$ cat config.mk
export PLATFORM = sky130hd
export DESIGN_NAME = instr_fetch_queue
export DESIGN_NICKNAME = d
export VERILOG_FILES = /design/src/rtl/instr_fetch_queue_pkg.sv /design/src/rtl/instr_fetch_queue_fifo.sv /design/src/rtl/instr_fetch_queue.sv
export SDC_FILE = /design/constraint.sdc
export NUM_CORES = 1
export LEC_CHECK = 0
export ABC_AREA = 1
export CORE_ASPECT_RATIO = 1.4
export CORE_MARGIN = 3
export CORE_UTILIZATION = 51
export DETAILED_ROUTE_END_ITERATION = 7
export PLACE_DENSITY = 0.74
export SETUP_SLACK_MARGIN = 0.15
export SYNTH_ARGS = -nofsm -noshare
export SYNTH_HDL_FRONTEND = slang
export SYNTH_SLANG_ARGS = --single-unit
$ cat constraint.sdc
create_clock -name clk -period 7.61 [get_ports clk]
set_input_delay 1.1415 -clock clk [delete_from_list [all_inputs] [get_ports clk]]
set_output_delay 1.1415 -clock clk [all_outputs]
set_load 0.02 [all_outputs]
$ cat src/rtl/instr_fetch_queue_pkg.sv
// -----------------------------------------------------------------------------
// fetch_pkg
// Shared definitions for the instruction fetch queue: fetch FSM state
// encoding, fetch word geometry and the default queue depth.
// -----------------------------------------------------------------------------
package fetch_pkg;

    // Fetch FSM states.
    //   IDLE : no request on the bus
    //   REQ  : request on the bus, response will be queued
    //   DROP : request on the bus, response will be thrown away (redirected)
    typedef enum logic [1:0] {
        IDLE = 2'd0,
        REQ  = 2'd1,
        DROP = 2'd2
    } fetch_state_e;

    localparam int WORD_BYTES    = 4;
    localparam int PC_INC        = 4;
    localparam int DEFAULT_DEPTH = 4;

endpackage : fetch_pkg

$ cat src/rtl/instr_fetch_queue_fifo.sv
// -----------------------------------------------------------------------------
// fetch_fifo
// Synchronous FIFO holding {pc, instruction} pairs between program memory and
// decode. Simultaneous push and pop are legal in every state, including full;
// a pop while empty is ignored. i_flush empties the queue at the clock edge
// and overrides any push/pop in the same cycle.
//
// Ports:
//   clk      in   clock, rising edge
//   reset    in   asynchronous active-low reset
//   i_push   in   write i_data at the tail
//   i_data   in   WIDTH-bit entry
//   i_pop    in   drop the head entry
//   i_flush  in   empty the queue
//   o_full   out  count == DEPTH
//   o_empty  out  count == 0
//   o_count  out  number of stored entries (0..DEPTH)
//   o_head   out  head entry, zero while empty
// -----------------------------------------------------------------------------
module fetch_fifo
    import fetch_pkg::*;
#(
    parameter  int DEPTH = DEFAULT_DEPTH,
    parameter  int WIDTH = 64,
    localparam int PTR_W = $clog2(DEPTH),
    localparam int CNT_W = PTR_W + 1
) (
    input  logic             clk,
    input  logic             reset,
    input  logic             i_push,
    input  logic [WIDTH-1:0] i_data,
    input  logic             i_pop,
    input  logic             i_flush,
    output logic             o_full,
    output logic             o_empty,
    output logic [CNT_W-1:0] o_count,
    output logic [WIDTH-1:0] o_head
);

    logic [WIDTH-1:0] r_mem [DEPTH];
    logic [PTR_W-1:0] r_wr_ptr;
    logic [PTR_W-1:0] r_rd_ptr;
    logic [CNT_W-1:0] r_count;
    logic             w_do_push;
    logic             w_do_pop;

    assign o_count   = r_count;
    assign o_empty   = (r_count == '0);
    assign o_full    = (r_count == CNT_W'(DEPTH));
    assign w_do_pop  = i_pop && !o_empty;
    // A full queue still accepts a push when the head leaves in the same cycle.
    assign w_do_push = i_push && (!o_full || w_do_pop);
    // Masking keeps the head at zero while empty without resetting storage.
    assign o_head    = o_empty ? '0 : r_mem[r_rd_ptr];

    // NOTE: sequential state uses non-blocking assignments so every flop
    // samples the pre-edge values of its neighbours.
    always_ff @(posedge clk or negedge reset) begin
        if (!reset) begin
            r_wr_ptr <= '0;
            r_rd_ptr <= '0;
            r_count  <= '0;
        end else if (i_flush) begin
            r_wr_ptr <= '0;
            r_rd_ptr <= '0;
            r_count  <= '0;
        end else begin
            if (w_do_push) r_wr_ptr <= r_wr_ptr + PTR_W'(1);
            if (w_do_pop)  r_rd_ptr <= r_rd_ptr + PTR_W'(1);
            r_count <= r_count + CNT_W'(w_do_push) - CNT_W'(w_do_pop);
        end
    end

    // NOTE: storage has no reset; its contents are only observable through
    // the count-qualified head, so clearing it would buy nothing.
    always_ff @(posedge clk) begin
        if (w_do_push && !i_flush) r_mem[r_wr_ptr] <= i_data;
    end

endmodule : fetch_fifo

$ cat src/rtl/instr_fetch_queue.sv
// -----------------------------------------------------------------------------
// instr_fetch_queue
// Fetch side of the PC / program-memory interface. Owns the fetch address,
// issues one outstanding word read at a time over a req/ack handshake, queues
// returned words with their addresses and offers them to decode over
// valid/ready. A redirect flushes the queue and restarts fetch at the target;
// an in-flight request is completed on the bus and its data discarded.
//
// Build option: define FETCH_STATS_EN to add the saturating fetch_count and
// drop_count outputs. Core behaviour is identical either way.
//
// Ports:
//   clk          in   clock, rising edge
//   reset        in   asynchronous active-low reset
//   redirect     in   taken branch: flush and refetch
//   redirect_pc  in   new fetch target, bits [1:0] ignored
//   mem_req      out  read request (registered)
//   mem_addr     out  word-aligned read address (registered)
//   mem_ack      in   read complete, mem_rdata valid this cycle
//   mem_rdata    in   read data
//   instr_valid  out  queue head valid
//   instr        out  head instruction
//   instr_pc     out  head address
//   instr_ready  in   decode accepts the head
//   fetch_count  out  [FETCH_STATS_EN] words pushed, saturating
//   drop_count   out  [FETCH_STATS_EN] acks discarded, saturating
// -----------------------------------------------------------------------------
module instr_fetch_queue
    import fetch_pkg::*;
#(
    parameter int                DEPTH    = DEFAULT_DEPTH,
    parameter int                ADDR_W   = 32,
    parameter int                DATA_W   = 32,
    parameter logic [ADDR_W-1:0] RESET_PC = '0
) (
    input  logic              clk,
    input  logic              reset,
    input  logic              redirect,
    input  logic [ADDR_W-1:0] redirect_pc,
    output logic              mem_req,
    output logic [ADDR_W-1:0] mem_addr,
    input  logic              mem_ack,
    input  logic [DATA_W-1:0] mem_rdata,
    output logic              instr_valid,
    output logic [DATA_W-1:0] instr,
    output logic [ADDR_W-1:0] instr_pc,
    input  logic              instr_ready
`ifdef FETCH_STATS_EN
    ,
    output logic [15:0]       fetch_count,
    output logic [15:0]       drop_count
`endif
);

    localparam int CNT_W      = $clog2(DEPTH) + 1;
    localparam int ALIGN_BITS = $clog2(WORD_BYTES);

    fetch_state_e              r_state;
    logic [ADDR_W-1:0]         r_fetch_addr;
    logic [ADDR_W-1:0]         r_mem_addr;
    logic                      r_mem_req;

    logic                      w_full;
    logic                      w_empty;
    logic [CNT_W-1:0]          w_count;
    logic [CNT_W-1:0]          w_count_after_push;
    logic [ADDR_W+DATA_W-1:0]  w_head;
    logic                      w_push;
    logic                      w_pop;
    logic                      w_credit_after_push;
    logic [ADDR_W-1:0]         w_next_addr;
    logic [ADDR_W-1:0]         w_redirect_target;
    logic [ALIGN_BITS-1:0]     w_unused_pc_lsb;

    assign w_unused_pc_lsb   = redirect_pc[ALIGN_BITS-1:0];
    assign w_redirect_target = {redirect_pc[ADDR_W-1:ALIGN_BITS], {ALIGN_BITS{1'b0}}};
    assign w_next_addr       = r_fetch_addr + ADDR_W'(PC_INC);

    assign w_pop  = instr_valid && instr_ready && !redirect;
    assign w_push = (r_state == REQ) && mem_ack && !redirect;

    // Credit check for chaining the next request straight after an ack: the
    // queue after this cycle's push (and possible pop) must still have room
    // for the word that request will return.
    assign w_count_after_push  = w_count + CNT_W'(1) - CNT_W'(w_pop);
    assign w_credit_after_push = (w_count_after_push < CNT_W'(DEPTH));

    fetch_fifo #(
        .DEPTH (DEPTH),
        .WIDTH (ADDR_W + DATA_W)
    ) u_fifo (
        .clk     (clk),
        .reset   (reset),
        .i_push  (w_push),
        .i_data  ({r_fetch_addr, mem_rdata}),
        .i_pop   (w_pop),
        .i_flush (redirect),
        .o_full  (w_full),
        .o_empty (w_empty),
        .o_count (w_count),
        .o_head  (w_head)
    );

    assign instr_valid = !w_empty;
    assign instr_pc    = w_head[ADDR_W+DATA_W-1 -: ADDR_W];
    assign instr       = w_head[DATA_W-1:0];
    assign mem_req     = r_mem_req;
    assign mem_addr    = r_mem_addr;

    // mem_addr is a separate register so it can hold the abandoned address in
    // DROP while fetch_addr already points at the redirect target.
    always_ff @(posedge clk or negedge reset) begin
        if (!reset) begin
            r_state      <= IDLE;
            r_fetch_addr <= RESET_PC;
            r_mem_addr   <= RESET_PC;
            r_mem_req    <= 1'b0;
        end else begin
            unique case (r_state)
                IDLE: begin
                    // With nothing outstanding, credit is simply "not full".
                    if (!redirect && !w_full) begin
                        r_state    <= REQ;
                        r_mem_req  <= 1'b1;
                        r_mem_addr <= r_fetch_addr;
                    end
                end
                REQ: begin
                    if (mem_ack && !redirect) begin
                        r_fetch_addr <= w_next_addr;
                        if (w_credit_after_push) begin
                            r_mem_addr <= w_next_addr;
                        end else begin
                            r_state   <= IDLE;
                            r_mem_req <= 1'b0;
                        end
                    end else if (mem_ack) begin
                        r_state   <= IDLE;
                        r_mem_req <= 1'b0;
                    end else if (redirect) begin
                        r_state <= DROP;
                    end
                end
                DROP: begin
                    if (mem_ack) begin
                        r_state   <= IDLE;
                        r_mem_req <= 1'b0;
                    end
                end
                default: begin
                    r_state   <= IDLE;
                    r_mem_req <= 1'b0;
                end
            endcase
            // NOTE: the later non-blocking assignment wins, so a redirect
            // overrides any fetch_addr update made by the case above.
            if (redirect) r_fetch_addr <= w_redirect_target;
        end
    end

`ifdef FETCH_STATS_EN
    logic        w_drop_ack;
    logic [15:0] r_fetch_count;
    logic [15:0] r_drop_count;

    assign w_drop_ack = mem_ack && (((r_state == REQ) && redirect) || (r_state == DROP));

    always_ff @(posedge clk or negedge reset) begin
        if (!reset) begin
            r_fetch_count <= '0;
            r_drop_count  <= '0;
        end else begin
            if (w_push && (r_fetch_count != 16'hFFFF))   r_fetch_count <= r_fetch_count + 16'd1;
            if (w_drop_ack && (r_drop_count != 16'hFFFF)) r_drop_count  <= r_drop_count + 16'd1;
        end
    end

    assign fetch_count = r_fetch_count;
    assign drop_count  = r_drop_count;
`endif

endmodule : instr_fetch_queue

* After elaboration in Yosys (flattened, before gate mapping)
Memory sizes are Yosys's and may differ from the RTL's. Cells that the tools add are included.
Cells by class: equality and inequality tests 9, reduce and logical (&&, ||, !) cells 24, $add $sub $neg 7, $lt $le $gt $ge 1, mux-type cells 27
Operators with widths (number):
- $mux W32 | 6
- $mux W64 | 1
- $pmux W32 S2 | 1
- $add A32 B3 Y32 const B | 1
- $mux W2 | 10
- $reduce_bool A2 Y1 | 5
- $logic_and A1 B1 Y1 | 9
- $reduce_and A4 Y1 | 2
- $mux W1 | 6
- $ne A2 B2 Y1 const B | 3
- $pmux W2 S3 | 1
- $sub A3 B1 Y3 | 2
- $add A2 B1 Y2 const B | 2
- $ne A4 B3 Y1 const B | 1
- $reduce_and A2 Y1 | 2
- $add A3 B1 Y3 | 1
- $add A3 B1 Y3 const B | 1
- $eq A3 B3 Y1 const B | 1
- $logic_not A1 Y1 | 3
- $logic_not A3 Y1 | 1
- $lt A3 B3 Y1 const B | 1
- $mux W3 | 1
- $ne A3 B3 Y1 const B | 1
- $pmux W1 S3 | 1
- 5 further kinds | 5
Word-level totals: word-level logic and storage cells 76, memories kept 1, bits in registers 74, bits in writable memories 256, input bits 69
Memory list:
- u_fifo.r_mem | words 4, bits a word 64, read ports 1, clocked after Yosys merged registers in 0, wr ports 1, line instr_fetch_queue_fifo.sv:40 | logic [WIDTH-1:0] r_mem [DEPTH];

* Longest topological paths before layout
depth after elaboration 10, gate-level depth with buffers 13

* Cells and area by module
A second synthesis with hierarchy kept.
Unflattened totals: cells, all modules 1501, area, all modules 14522.7 um^2
Modules (own cells, without submodules):
- fetch_fifo | area each 10551.4 um^2, sequential area each 7862.5 um^2, cells an instance 882, instances 1
- instr_fetch_queue | area each 3971.3 um^2, sequential area each 1576.5 um^2, cells an instance 619, instances 1

* Worst setup path before layout
Ideal clock, no wire load.
path kind input to register, from in redirect, to mem u_fifo.r_mem[0][0], enable pin, buffers on the path 1, setup time 0.482 ns, data required time 7.128 ns, setup slack 2.777 ns, stages on the path 6, arrival 4.350 ns, path through buf_6 -> inv_4 -> nand3_2 -> inv_2 -> o21ai_2 -> nor2_1
On the way: word-level cells in the longest chain between the ends 8
RTL lines:
- start, declared | line instr_fetch_queue.sv:38 | input logic redirect,
- $logic_not A1 Y1 (*) | line instr_fetch_queue_fifo.sv:77, instr_fetch_queue.sv:79, instr_fetch_queue.sv:80
- $logic_and A1 B1 Y1 | line instr_fetch_queue.sv:79 | assign w_pop = instr_valid && instr_ready && !redirect;
- $logic_and A1 B1 Y1 | line instr_fetch_queue_fifo.sv:50 | assign w_do_pop = i_pop && !o_empty;
- $logic_or A1 B1 Y1 | line instr_fetch_queue_fifo.sv:52 | assign w_do_push = i_push && (!o_full || w_do_pop);
- $logic_and A1 B1 Y1 | line instr_fetch_queue_fifo.sv:52
- $logic_and A1 B1 Y1 (*) | line instr_fetch_queue_fifo.sv:77 | if (w_do_push && !i_flush) r_mem[r_wr_ptr] <= i_data;
- $mux W1 (*) | line instr_fetch_queue_fifo.sv:77
- $mux W1 (implied by the code) (*) | line instr_fetch_queue_fifo.sv:77
- end, declared | line instr_fetch_queue_fifo.sv:40
Every way passes the cells marked *; elsewhere a longest branch is shown, timed or not.

* Worst setup path in the final report
from reg u_fifo.r_rd_ptr[0], to out instr_pc[17]
On the way: word-level cells in the longest chain between the ends 2
RTL lines:
- start, declared | line instr_fetch_queue_fifo.sv:42 | logic [PTR_W-1:0] r_rd_ptr;
- start signal, assigned | line instr_fetch_queue_fifo.sv:69 | if (w_do_pop) r_rd_ptr <= r_rd_ptr + PTR_W'(1);
- $mem_v2 Z4 W64
- $mux W64 | line instr_fetch_queue_fifo.sv:54 | assign o_head = o_empty ? '0 : r_mem[r_rd_ptr];
- end, declared | line instr_fetch_queue.sv:46 | output logic [ADDR_W-1:0] instr_pc,
No other way between the ends.

==> flow_summary.json <==
{
  "synth.top_cell.area_share_pct": 54.0,
  "cts_resized": 0,
  "wire_per_inst_um": 17.5,
  "seq_area_sq_um": 9200,
  "synth_common_cells": "nor2_1, nand2_1, edfxtp_1",
  "timing.final.crit_period_ns": 4.99,
  "syn_area_per_cell_sq_um": 10.2,
  "setup_viol": 0,
  "maxCapViolCount": 0,
  "rsz0062_at_grt": "no",
  "outcome": "finished, final reports clean",
  "die_h_um": 201,
  "grt_pass1_vias": 9899,
  "antenna_cells": 0,
  "synth_cell_types": 35,
  "synth_most_common_cell": "nor2_1",
  "dr.pass1.iters": 5,
  "clkSinkCount": 318,
  "hold_depth": 2,
  "synth_edf_count": 248,
  "fmax_mhz": 200,
  "syn-cell-area_sq_um": 13800,
  "cts_buffers": 29,
  "fin_crit_sh_pct": 65.6,
  "area_growth_pct": 21.2,
  "first_iter_violations": 696,
  "numPortBuffers": 160,
  "worstSetupEndpointType": "output pin",
  "route.detailed.drc": 0,
  "worstMarginPinSlew_ns": 1.16,
  "grt_overflow": 0,
  "antenna_found_initial": 0,
  "clockBufferDepth": 3,
  "initial_core_util_pct": 52.3,
  "clk_latency_ns": 0.56,
  "holdWs_ns": 0.485,
  "rr_worst_depth": 7,
  "row_count": 70,
  "cts_tree": "done",
  "crit_arrival_ns": 3.85,
  "vias": 10010,
  "relSlewSlack_pct": 22.5,
  "avgViaCountPerCell": 5.37,
  "htree_num_levels": 1,
  "netlist_instances": 1345,
  "fin_tns_setup_ns": 0,
  "yosys-top-cells-area": "edfxtp_1, dfrtp_1, nor2_1",
  "fin_nets": 1558,
  "worstPathRequired_ns": 6.47,
  "fin_worst_skew_ns": 0.0159,
  "hold_buffers": 0,
  "max-vdd-ir-drop_mv": 0.304,
  "final_util_pct": 63.4,
  "p_per_area_nw_per_um2": 340,
  "synth_top_area_cell": "edfxtp_1",
  "fillers": 2041,
  "die_w_um": 145,
  "synth-seq-area-share_pct": 66.7,
  "drtAntennaViolNets": 0,
  "path_clk_slew_ns": 0.07,
  "hold_viol_final": 0,
  "grt_first_pass_wirelength_mm": 51.3,
  "ys.flop_type": "edfxtp_1",
  "hpwl_mm": 19.6,
  "grtUsageTotal_pct": 21.8,
  "worstPathMaxFanout": 78,
  "dieArea_sq_um": 29100,
  "core_sq_um": 26400,
  "multiInputGateArea_sq_um": 4080,
  "hp-class": "register to register",
  "drive_gt1_share_pct": 6.71,
  "grt_max_degree": 91,
  "root_buffer": "clkbuf_16",
  "ys_ff_latch": 318,
  "wl_mm": 32.7,
  "async_reset_ff_share_pct": 22.0,
  "final_max_slew_viol_count": 0,
  "synth_warnings": 0,
  "crit_path_start_kind": "register",
  "gp_congestion": 0.918,
  "crit_type": "register to output pin",
  "p_leak_nw": 6.17,
  "post_cts_buffers": 0,
  "io_pins": 167
}
## final cells by class
cell class              count  share of cell area [%]
clock buffers              35                    4.91
clock inverters            19                    1.43
inverters                  57                    1.30
multi-input cells         903                    24.4
flip-flops and latches    318                    55.1
well taps                 360                    2.70
repair buffers            173                    10.1
## cells in the final DEF (no fill, tap or decap), types with 4 or more instances in the layout
cell type and n:
nor2_1 311, nand2_1 259, edfxtp_1 248, clkdlybuf4s50_1 159, o21ai_0 136, a21oi_1 75
dfrtp_1 68, inv_1 45, o211ai_1 31, nand3_1 30, clkbuf_16 30, buf_4 13
xor2_1 12, inv_2 10, o21ai_1 9, nor2_4 7, ha_1 6, clkbuf_8 5
nor2_2 4, nand2_2 4, conb_1 4, inv_6 4, bufinv_16 4
## kinds of logic after synthesis
kind of cell | synth area share (%)
AO/OA/AOI/OAI | 10.1
XOR/XNOR | 0.826
adder cells (fa/ha/maj) | 0.690
buffers and inverters | 3.99
flip-flops | 66.7
other | 0.0272
AND/OR/NAND/NOR | 17.6
## registers in the layout, summed over array words and instances (netlist names)
name             cells
u_fifo.r_wr_ptr      2
u_fifo.r_rd_ptr      2
r_fetch_addr        30
u_fifo.o_count       3
mem_req              1
mem_addr            30
u_fifo.r_mem       248
r_state              2
## worst paths after layout
path	from	to	slack, ns
max	u_fifo.r_rd_ptr[0]	instr_pc[17]	2.62
min	mem_addr[10]	mem_addr[10]	0.48
max reg2reg	r_state[1]	u_fifo.r_mem[3][38]	3.79
min reg2reg	mem_addr[10]	mem_addr[10]	0.48
max in group asynchronous	reset	u_fifo.r_rd_ptr[0]	6.06
min in group asynchronous	reset	mem_addr[24]	0.79
## stage by stage
step	cell area (sq um)	worst slack, ns	total power [mW]	cells
floorplan	13800	2.78	3.38	1348
global placement	15600	2.75	4.13	1811
detailed placement	15600	2.74	4.16	1811
CTS	16700	2.55	5.72	1865
global route	16700	2.40	5.98	1865
finish	16700	2.62	5.68	1865
## worst max-delay path, stage by stage, from the launching register on
cell and delay (ns):
dfrtp_4 0.66, inv_2 0.89, buf_4 0.54, o21ai_0 0.19, a21oi_1 0.29, clkdlybuf4s50_1 0.66
## layer usage
metal	global-route usage [%]	up-vias	wire length [um]
met5	0	-	0
met1	27.2	4791	13300
li1	-	4819	-
met2	38.9	334	16500
met3	2.87	66	1780
met4	7.98	0	1100
## power breakdown
group          internal [mW]  total, mW  switching [mW]
combinational          0.690       1.86            1.17
clock                  0.915       1.56           0.641
sequential              2.09       2.26           0.175
Note: power is estimated with default switching activity, not from simulation.
